File: src/rtl/dmem_arbiter_pkg.sv
// Shared types and constants for the data-memory arbiter.
//   u32_t      : 32-bit address / data word
//   wrstb_t    : 4-bit byte write strobes, all-zero means read
//   dmem_req_t : one requester's memory request fields
//   PORT_CORE / PORT_DBG : port indices (core LSU / debug-DMA)
package dmem_arbiter_pkg;

    typedef logic [31:0] u32_t;
    typedef logic [3:0]  wrstb_t;

    typedef struct packed {
        u32_t   addr;
        u32_t   wrdata;
        wrstb_t wrstb;
    } dmem_req_t;

    localparam logic   PORT_CORE  = 1'b0;
    localparam logic   PORT_DBG   = 1'b1;
    localparam wrstb_t WRSTB_NONE = 4'b0000;

endpackage

File: src/rtl/dmem_arbiter.sv
// Two-port arbiter in front of a single-port data memory.
// Port 0 (core LSU) has fixed priority; port 1 (debug/DMA) is promoted after
// STARVE_LIMIT consecutive grants to port 0 while it was waiting.
// One transaction in flight; a response can be retired in the same cycle a new
// request is granted, giving one transaction per clock.
// Ports:
//   i_clk, i_rst_n                 clock, async active-low reset
//   i_req_valid / o_req_ready      per-port request handshake (ready is combinational)
//   i_req_addr_N/_wrdata_N/_wrstb_N request fields of port N
//   o_rsp_valid / i_rsp_ready      per-port response handshake (valid is registered)
//   o_rsp_rddata                   shared response data (pre-write memory contents)
//   o_mem_addr/_wrdata/_wrstb      to dmem; strobes nonzero only in a grant cycle
//   i_mem_rddata                   from dmem, combinational read
module dmem_arbiter
    import dmem_arbiter_pkg::*;
#(
    parameter int STARVE_LIMIT = 8,
    parameter int CNT_W        = 4
) (
    input  logic        i_clk,
    input  logic        i_rst_n,
    input  logic [1:0]  i_req_valid,
    output logic [1:0]  o_req_ready,
    input  logic [31:0] i_req_addr_0,
    input  logic [31:0] i_req_wrdata_0,
    input  logic [3:0]  i_req_wrstb_0,
    input  logic [31:0] i_req_addr_1,
    input  logic [31:0] i_req_wrdata_1,
    input  logic [3:0]  i_req_wrstb_1,
    output logic [1:0]  o_rsp_valid,
    input  logic [1:0]  i_rsp_ready,
    output logic [31:0] o_rsp_rddata,
    output logic [31:0] o_mem_addr,
    output logic [31:0] o_mem_wrdata,
    output logic [3:0]  o_mem_wrstb,
    input  logic [31:0] i_mem_rddata
);

    typedef enum logic {ARB_IDLE, ARB_RESP} arb_state_t;

    localparam logic [CNT_W-1:0] LIMIT = CNT_W'(STARVE_LIMIT);

    arb_state_t       r_state;
    logic             r_owner;
    logic [1:0]       r_rsp_valid;
    u32_t             r_rsp_rddata;
    logic [CNT_W-1:0] r_starve_cnt;

    arb_state_t       w_state_nxt;
    logic             w_owner_nxt;
    logic [1:0]       w_rsp_valid_nxt;
    u32_t             w_rsp_rddata_nxt;
    logic [CNT_W-1:0] w_cnt_nxt;

    dmem_req_t        w_req0;
    dmem_req_t        w_req1;
    dmem_req_t        w_sel;
    logic             w_hs;
    logic             w_can_grant;
    logic             w_grant;
    logic             w_win;
    logic [1:0]       w_onehot;

    assign w_req0 = '{addr: i_req_addr_0, wrdata: i_req_wrdata_0, wrstb: i_req_wrstb_0};
    assign w_req1 = '{addr: i_req_addr_1, wrdata: i_req_wrdata_1, wrstb: i_req_wrstb_1};

    // State register
    always_ff @(posedge i_clk or negedge i_rst_n) begin
        if (!i_rst_n) begin
            r_state      <= ARB_IDLE;
            r_owner      <= PORT_CORE;
            r_rsp_valid  <= 2'b00;
            r_rsp_rddata <= '0;
            r_starve_cnt <= '0;
        end else begin
            r_state      <= w_state_nxt;
            r_owner      <= w_owner_nxt;
            r_rsp_valid  <= w_rsp_valid_nxt;
            r_rsp_rddata <= w_rsp_rddata_nxt;
            r_starve_cnt <= w_cnt_nxt;
        end
    end

    // Next-state logic: grant decision, response retire, starvation counter
    always_comb begin
        // Only the owner's rsp_ready can retire the pending response.
        w_hs        = r_rsp_valid[r_owner] & i_rsp_ready[r_owner];
        w_can_grant = (r_state == ARB_IDLE) | ((r_state == ARB_RESP) & w_hs);
        w_win       = ((i_req_valid == 2'b10) |
                       ((i_req_valid == 2'b11) & (r_starve_cnt == LIMIT))) ? PORT_DBG : PORT_CORE;
        // Gating with reset keeps strobes off dmem while reset is asserted.
        w_grant     = i_rst_n & w_can_grant & (|i_req_valid);

        w_onehot        = 2'b00;
        w_onehot[w_win] = 1'b1;

        w_state_nxt      = r_state;
        w_owner_nxt      = r_owner;
        w_rsp_valid_nxt  = r_rsp_valid;
        w_rsp_rddata_nxt = r_rsp_rddata;
        if (w_grant) begin
            w_state_nxt      = ARB_RESP;
            w_owner_nxt      = w_win;
            w_rsp_valid_nxt  = w_onehot;
            // Memory read is combinational, so this captures pre-write contents.
            w_rsp_rddata_nxt = i_mem_rddata;
        end else if ((r_state == ARB_RESP) && w_hs) begin
            w_state_nxt     = ARB_IDLE;
            w_rsp_valid_nxt = 2'b00;
        end

        w_cnt_nxt = r_starve_cnt;
        if (!i_req_valid[1] || (w_grant && (w_win == PORT_DBG))) begin
            w_cnt_nxt = '0;
        end else if (w_grant && (r_starve_cnt != LIMIT)) begin
            w_cnt_nxt = r_starve_cnt + 1'b1;
        end
    end

    // Output logic
    always_comb begin
        w_sel        = (w_grant && (w_win == PORT_DBG)) ? w_req1 : w_req0;
        o_req_ready  = w_grant ? w_onehot : 2'b00;
        o_mem_addr   = i_rst_n ? w_sel.addr   : '0;
        o_mem_wrdata = i_rst_n ? w_sel.wrdata : '0;
        o_mem_wrstb  = w_grant ? w_sel.wrstb  : WRSTB_NONE;
    end

    assign o_rsp_valid  = r_rsp_valid;
    assign o_rsp_rddata = r_rsp_rddata;

endmodule

File: config.mk
export PLATFORM = sky130hd
export DESIGN_NAME = dmem_arbiter
export DESIGN_NICKNAME = d
export VERILOG_FILES = /design/src/rtl/dmem_arbiter_pkg.sv /design/src/rtl/dmem_arbiter.sv
export SDC_FILE = /design/constraint.sdc
export NUM_CORES = 1
export LEC_CHECK = 0
export CAP_MARGIN = 20
export CORE_MARGIN = 10
export CORE_UTILIZATION = 34
export DETAILED_ROUTE_END_ITERATION = 6
export PLACE_DENSITY = 0.91
export REMOVE_ABC_BUFFERS = 1
export SLEW_MARGIN = 20
export SYNTH_ARGS = -nofsm -noshare
export SYNTH_HDL_FRONTEND = slang
export SYNTH_SLANG_ARGS = --single-unit
File: constraint.sdc
create_clock -name i_clk -period 4.6 [get_ports i_clk]
set_input_delay 0.46 -clock i_clk [delete_from_list [all_inputs] [get_ports i_clk]]
set_output_delay 0.46 -clock i_clk [all_outputs]
set_load 0.02 [all_outputs]
* After elaboration in Yosys (flattened, before gate mapping)
Cells that the tools add are included.
Operators by class: magnitude comparators 3, eq/ne operators 4, add/sub/neg operators 1, multiplexer cells 18, reduce and logical (&&, ||, !) cells 9, bitwise operators 8
Operators with widths (number):
- $mux W68 | 1
- $mux W32 | 2
- $mux W4 | 3
- $mux W1 | 8
- $mux W2 | 3
- $and A1 B1 Y1 | 5
- $add A4 B1 Y4 const B | 1
- $eq A2 B2 Y1 const B | 2
- $eq A4 B4 Y1 const B | 1
- $logic_and A1 B1 Y1 | 4
- $lt A1 B2 Y1 const B | 2
- $ne A4 B4 Y1 const B | 1
- $reduce_bool A2 Y1 | 2
- $or A1 B1 Y1 | 2
- $reduce_or A2 Y1 | 1
- $demux W1 S1 | 1
- $ge A1 B1 Y1 const B | 1
- $logic_not A1 Y1 | 1
- $logic_or A1 B1 Y1 | 1
- $not A1 Y1 | 1
Storage, ports and cells: output and inout bits 104, bits in registers 40, word-level logic and storage cells 48, input bits 174

* Longest topological paths before layout
Gate-level depths: netlist of run 1.
word-level depth 10, depth in mapped cells 8, gate-level depth less buffers 6

* Least setup slack after synthesis of run 1
OpenSTA, ideal clock, no wires.
path kind flip-flop to output port, start register r_starve_cnt[0], end output port o_mem_addr[0], arrival 1.815 ns, buffers on the path 2, cell stages (with the launch flop) 9, path slack 2.325 ns, cell sequence dfrtp_1 > inv_1 > ha_1 > and3b_4 > o21a_4 > and2_4 > buf_12 > buf_12 > mux2i_1
On the way: word-level cells in the longest chain between the ends 7
RTL lines:
- start, declared | RTL line dmem_arbiter.sv:47 | logic [CNT_W-1:0] r_starve_cnt;
- start signal, assigned | RTL line dmem_arbiter.sv:80 | r_starve_cnt <= w_cnt_nxt;
- $eq A4 B4 Y1 | RTL line dmem_arbiter.sv:90 | ((i_req_valid == 2'b11) & (r_starve_cnt == LIMIT))) ? PORT_DBG : PORT_CORE;
- $and A1 B1 Y1 | RTL line dmem_arbiter.sv:90
- $or A1 B1 Y1 | RTL line dmem_arbiter.sv:89 | w_win = ((i_req_valid == 2'b10) |
- $mux W1 | RTL line dmem_arbiter.sv:90
- $logic_and A1 B1 Y1 | RTL line dmem_arbiter.sv:122 | w_sel = (w_grant && (w_win == PORT_DBG)) ? w_req1 : w_req0;
- $mux W68 | RTL line dmem_arbiter.sv:122
- $mux W32 | RTL line dmem_arbiter.sv:124 | o_mem_addr = i_rst_n ? w_sel.addr : '0;
- end, declared | RTL line dmem_arbiter.sv:33 | output logic [31:0] o_mem_addr,
Every way passes these cells.

* Final worst setup path of run 1
start register r_starve_cnt[0], end output port o_mem_wrdata[11]
On the way: word-level cells in the longest chain between the ends 7
RTL lines:
- $eq A4 B4 Y1 | RTL line dmem_arbiter.sv:90
- $and A1 B1 Y1 | RTL line dmem_arbiter.sv:90
- $or A1 B1 Y1 | RTL line dmem_arbiter.sv:89
- $mux W1 | RTL line dmem_arbiter.sv:90
- $logic_and A1 B1 Y1 | RTL line dmem_arbiter.sv:122
- $mux W68 | RTL line dmem_arbiter.sv:122
- $mux W32 | RTL line dmem_arbiter.sv:125 | o_mem_wrdata = i_rst_n ? w_sel.wrdata : '0;
- end, declared | RTL line dmem_arbiter.sv:34 | output logic [31:0] o_mem_wrdata,
Every way passes these cells.

==> results.txt, run 1 <==
Global Route Usage Sum: 21.3%
Ant. Diodes: 0
Vias per cell: 4.90
Worst-skew pair later-pin latency: 290 ps
Iter 0 DRT Violations: 264
Vias in the first global route: 3678
Vias post-DR: 3508
Cts hold-fix bufs: 0
Period Utilization, post-route: 76.6%
# IOs: 278
Worst-path clk slew: 80 ps
Rows: 34
Reg2Reg Setup Slack: 2750 ps
Fraction of layout cells with a size suffix above 1: 3.45%
Clk sinks: 40
Synthesized area: 3020 sq um
Yosys top cell by area: dfrtp_1
Largest net degree at the start of global routing: 83
CP max stage delay: 660 ps
Area Growth Syn to Fin: 95.5%
Critical path buffers and inverters: 3
Sequential cell area fraction in the yosys report: 33.1%
Distinct cells, synth: 27
Hold Path Class: in -> async
Worst Reg-to-Reg Cells: 4
Die width: 114 um
Drc violations: 0
Commonest cells post-synth: nand2_1, mux2i_1, dfrtp_1
Top area cells in the synthesized netlist: dfrtp_1, mux2i_1, nand2_1
Die height: 114 um
Post-synthesis average cell area: 8.84 sq um
# H-tree levels: 2
Post-route ant nets: 0
Slew HR: 46.0%
Fill count: 679
# Post-CTS Setup Buffers: 0
CTS tree: yes
Leakage: 2.34 nW
Final setup fails: 0
Critical path startpoint category: flop
Post-synth EDFFs: 0
CP arrival: 3060 ps
Number of synthesized register bits: 40
Final Net Count: 783
Detailed Place HPWL: 12500 um
Maximum clock frequency: 284 MHz
First-pass DRT Iterations: 5
GP Congestion: 0.935
CTS buffer count: 5
Main flop type after synthesis: dfrtp_1
Final hold vios: 0
Die ar.: 13100 sq um
Count leader, synth: nand2_1
Cell count after synthesis: 342
Worst r2r src: r_owner$_DFFE_PN0P_
Critical path type: reg -> out
Worst path cell trace: inv_1 -> ha_1 -> and3b_4 -> o21a_4 -> and2_4 -> buf_4 -> mux2i_1 -> clkdlybuf4s50_1
Routed wire length: 14900 um
Power density over cell area: 374 nW/um^2
Outcome: finished clean
Reg-to-Reg End: o_rsp_rddata[27]$_DFFE_PN0P_
VDD IR max: 0.000421 V
First-pass GRT wire length: 22000 um
Tmin final: 3520 ps
Antenna violations before repair: 1
Root Buffer: clkbuf_8
Starting Density: 34.8%
Max Slew Vio Count: 0
Grt total ovfl: 0
Least-Margin Pin Slew: 811 ps
Worst Clk Skew: 6.09 ps
Required time worst endpoint: 4140 ps
Asr flop ratio synth: 100%
CTS resizes: 0
Crit path max-delay family: buffers and inverters
Critical path capture point type: primary output
RSZ-0062 raised after global routing: false
I/O Buffers: 277
CP max FO: 25
Max-cap viol count: 0
Synth top area share: 33.1%
Slowest-stage cell, CP: clkdlybuf4s50_1
Core area: 8680 sq um
WHS: 254 ps
Avg WL per Cell: 20.9 um
Clock Path Buffers: 2
Synth warn: 0
Final TNS setup: 0 ps
worst max path at each step:
stage | from | to | cells past startpoint
after global routing | r_starve_cnt[0]$_DFFE_PN0P_ | o_mem_addr[18] | 8
final | r_starve_cnt[0]$_DFFE_PN0P_ | o_mem_wrdata[11] | 8
after detailed placement | i_req_valid[1] | o_mem_wrdata[11] | 6
after global placement | i_req_valid[1] | o_mem_addr[18] | 6
after CTS | r_starve_cnt[0]$_DFFE_PN0P_ | o_mem_wrdata[11] | 8
after floorplan | r_starve_cnt[0]$_DFFE_PN0P_ | o_mem_addr[0] | 6
metal layers:
metal  track usage (%)  up-vias  part of all wire [%]
met4              6.43        2                   2.2
met2              36.8      188                    49
met3              8.60       21                    11
met5                 0        -                 0.087
met1              23.4     1631                    37
li1                  -     1666                     -
final cells by class:
| class | count | area, sq um | area share, % |
|---|---|---|---|
| timing repair buffer | 284 | 2860 | 48.3 |
| multi-input combinational | 272 | 1790 | 30.3 |
| sequential | 40 | 1000 | 16.9 |
| tap | 108 | 135 | 2.29 |
| clock buffer | 5 | 68.8 | 1.16 |
| clock inverter | 3 | 42.5 | 0.720 |
| inverter | 4 | 15.0 | 0.254 |
power breakdown:
| group | total [mW] | switching, mW | leakage (nW) | internal, mW |
|---|---|---|---|---|
| clock network | 0.282 | 0.122 | 0.0541 | 0.160 |
| registers | 0.604 | 0.0915 | 0.485 | 0.513 |
| logic | 1.32 | 0.637 | 1.80 | 0.687 |
kinds of logic after synthesis:
| logic type | count (synthesis) | share of synthesized area, % |
|---|---|---|
| multiplexers | 97 | 33.5 |
| buffers and inverters | 30 | 7.90 |
| AO/OA/AOI/OAI | 15 | 3.77 |
| AND/OR/NAND/NOR | 158 | 20.9 |
| flip-flops | 40 | 33.1 |
| adder cells (fa/ha/maj) | 2 | 0.828 |
cell usage in the layout (no fill, tap or decap):
cell type,instances
nand3b_1,1
inv_1,4
mux2i_1,64
clkinvlp_4,1
a31oi_4,1
clkdlybuf4s50_1,276
buf_12,1
mux2_1,32
a21o_1,2
clkbuf_8,5
nand3_1,10
or4_1,1
ha_1,2
a22oi_1,4
nor2_1,8
nand2b_1,1
dfrtp_1,40
and3b_4,1
o21ai_1,4
and3_1,1
and2_4,1
a21oi_1,1
mux2_2,1
o21a_4,1
clkinv_2,1
o31ai_1,1
buf_16,1
bufinv_16,1
nand2_1,134
a31o_1,1
buf_4,6
through the flow:
step           setup WS (ps)  total power [mW]  instances  util, %  instance area (sq um)
3_5_place_dp            1100              1.93        707     66.5                   5770
6_report                1080              2.21        716     68.1                   5910
3_3_place_gp            1190              1.89        707     66.5                   5770
5_1_grt                  975              2.33        716     68.1                   5910
4_1_cts                 1080              2.23        715     67.8                   5880
2_1_floorplan           1950              1.19        316        -                   2800
registers in the layout, summed over array words and instances, names as in the netlist:
name and flops:
o_rsp_rddata 32, o_rsp_valid 2, r_owner 1, r_starve_cnt 4, r_state 1
Note: power is estimated with default switching activity, not from simulation.
==> run 2: changes to the inputs <==
--- a/config.mk
+++ b/config.mk
@@ -7,9 +7,9 @@
 export LEC_CHECK = 0
 export CAP_MARGIN = 20
 export CORE_MARGIN = 10
-export CORE_UTILIZATION = 34
+export CORE_UTILIZATION = 31
 export DETAILED_ROUTE_END_ITERATION = 6
-export PLACE_DENSITY = 0.91
+export PLACE_DENSITY = 0.84
 export REMOVE_ABC_BUFFERS = 1
 export SLEW_MARGIN = 20
 export SYNTH_ARGS = -nofsm -noshare
==> constraint.sdc (replaced) <==
create_clock -name i_clk -period 3.65 [get_ports i_clk]
set_input_delay 0.365 -clock i_clk [delete_from_list [all_inputs] [get_ports i_clk]]
set_output_delay 0.365 -clock i_clk [all_outputs]
set_load 0.02 [all_outputs]
==> run 2 against run 1 <==
Non-clock buffer count grew 2. Via count up 0.11%. Worst setup slack worse by 720 ps. Clock-buffer cell count unchanged. Global-route usage is 1.4 points lower. Utilization is 4.5 points lower. Flip-flop and latch count unchanged. Power is 26% higher. Clock skew up 0.60 ps. Combinational power increased by 26%. Critical endpoint is now o_mem_wrdata[22]. Largest power group unchanged. Highest routed layer is now met4.
==> results.txt, run 2 (synthesized netlist as in run 1, its figures left out) <==
Final TNS setup: 0 ps (unchanged)
Worst Clk Skew: 6.69 ps (was 6.09 ps)
Worst-path clk slew: 80 ps (about the same)
Critical path destination: o_mem_wrdata[22] (was o_mem_wrdata[11])
# Post-CTS Setup Buffers: 0 (unchanged)
Commonest non-fill, non-tap cells in the layout: clkdlybuf4s50_1, nand2_1, mux2i_1, dfrtp_1, mux2_1 (unchanged)
Tmin final: 3290 ps
Clock Path Buffers: 2 (unchanged)
Die ar.: 14100 sq um (was 13100 sq um)
Placed insts: 730 (was 707)
Hold Path Class: reg -> reg (was in -> async)
Critical path capture point type: primary output (unchanged)
Reg-to-Reg End: r_starve_cnt[3]$_DFFE_PN0P_ (was o_rsp_rddata[27]$_DFFE_PN0P_)
Fraction of layout cells with a size suffix above 1: 3.61% (was 3.45%)
Critical path startpoint category: flop (unchanged)
First-pass GRT wire length: 22300 um (was 22000 um)
Largest net degree at the start of global routing: 70 (was 83)
Detailed Place HPWL: 12500 um (about the same)
Clk sinks: 40 (unchanged)
Die width: 119 um (was 114 um)
GP Congestion: 0.936 (was 0.935)
Required time worst endpoint: 3280 ps (was 4140 ps)
Die height: 119 um (was 114 um)
CTS resizes: 0 (unchanged)
Final Net Count: 785 (was 783)
Critical path type: reg -> out (unchanged)
Maximum clock frequency: 304 MHz
Area Growth Syn to Fin: 97.1% (was 95.5%)
First-pass DRT Iterations: 4 (was 5)
CTS tree: yes (unchanged)
Antenna violations before repair: 0 (was 1)
Final Non-Filler Cells: 739 (was 716)
Final hold vios: 0 (unchanged)
Power density over cell area: 467 nW/um^2 (was 374 nW/um^2)
Outcome: finished clean (unchanged)
Final setup fails: 0 (unchanged)
Max-cap viol count: 0 (unchanged)
Max Slew Vio Count: 0 (unchanged)
VDD IR max: 0.000525 V (was 0.000421 V)
I/O Buffers: 277 (unchanged)
Routed wire length: 15100 um (was 14900 um)
Worst Reg-to-Reg Cells: 4 (unchanged)
CTS buffer count: 5 (unchanged)
Reg2Reg Setup Slack: 1860 ps (was 2750 ps)
Worst-skew pair later-pin latency: 290 ps (about the same)
Starting Density: 32.3% (was 34.8%)
Cts hold-fix bufs: 1 (was 0)
Rows: 35 (was 34)
Drc violations: 0 (unchanged)
Ant. Diodes: 0 (unchanged)
CP arrival: 2930 ps (was 3060 ps)
Post-route ant nets: 0 (unchanged)
Grt total ovfl: 0 (unchanged)
# H-tree levels: 2 (unchanged)
# IOs: 278 (unchanged)
Period Utilization, post-route: 90.3%
Leakage: 2.35 nW (was 2.34 nW)
Worst r2r src: r_owner$_DFFE_PN0P_ (unchanged)
Iter 0 DRT Violations: 266 (was 264)
Commonest non-fill, non-tap cell in the layout: clkdlybuf4s50_1 (unchanged)
Vias per cell: 4.75 (was 4.90)
RSZ-0062 raised after global routing: false (unchanged)
Vias in the first global route: 3560 (was 3678)
Power, Total: 2.79 mW (was 2.21 mW)
Root Buffer: clkbuf_8 (unchanged)
CP Launch Point: r_starve_cnt[0]$_DFFE_PN0P_ (unchanged)
Slew HR: 71.3% (was 46.0%)
Vias post-DR: 3512 (was 3508)
Max reg flops: 32 (unchanged)
Global Route Usage Sum: 19.9% (was 21.3%)
Least-Margin Pin Slew: 431 ps (was 811 ps)
Core area: 9370 sq um (was 8680 sq um)
Avg WL per Cell: 20.4 um (was 20.9 um)
CP max FO: 17 (was 25)
==> run 2: cell count changes in the layout (fill, tap and decap cells not counted) <==
cell	change
buf_12	+2
buf_16	-1
dlygate4sd3_1	+1
==> run 2: per-stage QoR <==
| stage | util (%) | instance area, sq um | hold slack (ps) | setup WS, ps |
|---|---|---|---|---|
| after floorplan | - | 2800 | 69.4 | 1090 |
| after global placement | 62.3 | 5840 | 306 | 569 |
| after detailed placement | 62.3 | 5840 | 309 | 487 |
| after CTS | 63.6 | 5960 | 492 | 316 |
| after global routing | 63.6 | 5960 | 504 | 196 |
| final | 63.6 | 5960 | 489 | 356 |
==> run 2: cell type report <==
cell class,instances,area (sq um)
clock buffer,5,68.8
clock inverter,3,42.5
fill,790,3410
inverter,4,15.0
multi-input combinational,272,1790
sequential,40,1000
tap,129,161
timing repair buffer,286,2880
==> run 2: critical path, stage by stage, from the launching register on <==
cell and delay [ps]:
dfrtp_1 430, inv_1 120, ha_1 180, and3b_4 230
o21a_4 150, and2_4 350, buf_4 310, mux2i_1 240
clkdlybuf4s50_1 640
==> run 2: worst min path at each step <==
stage                            startpoint                            to  slack, ps  cells past startpoint
2_1_floorplan                       i_rst_n   o_rsp_rddata[0]$_DFFE_PN0P_         70                      0
3_3_place_gp                        i_rst_n   o_rsp_rddata[3]$_DFFE_PN0P_        310                      1
3_5_place_dp                        i_rst_n   o_rsp_rddata[2]$_DFFE_PN0P_        310                      1
4_1_cts        o_rsp_rddata[13]$_DFFE_PN0P_  o_rsp_rddata[13]$_DFFE_PN0P_        490                      1
5_1_grt        o_rsp_rddata[31]$_DFFE_PN0P_  o_rsp_rddata[31]$_DFFE_PN0P_        500                      1
6_report       o_rsp_rddata[13]$_DFFE_PN0P_  o_rsp_rddata[13]$_DFFE_PN0P_        490                      1
==> run 2: routing by layer <==
metal,global-route usage [%],up-vias,wire length [um]
met4,3.89,0,147
met5,0,-,0
met3,6.81,9,1480
li1,-,1674,-
met1,22.7,1641,5820
met2,35.3,188,7600
==> run 2: power breakdown <==
group	switching, mW	internal [mW]	leakage [nW]	total, mW
Clock	0.157	0.202	0.0541	0.360
Sequential	0.116	0.646	0.485	0.761
Combinational	0.800	0.864	1.81	1.66
Total	1.07	1.71	2.35	2.79
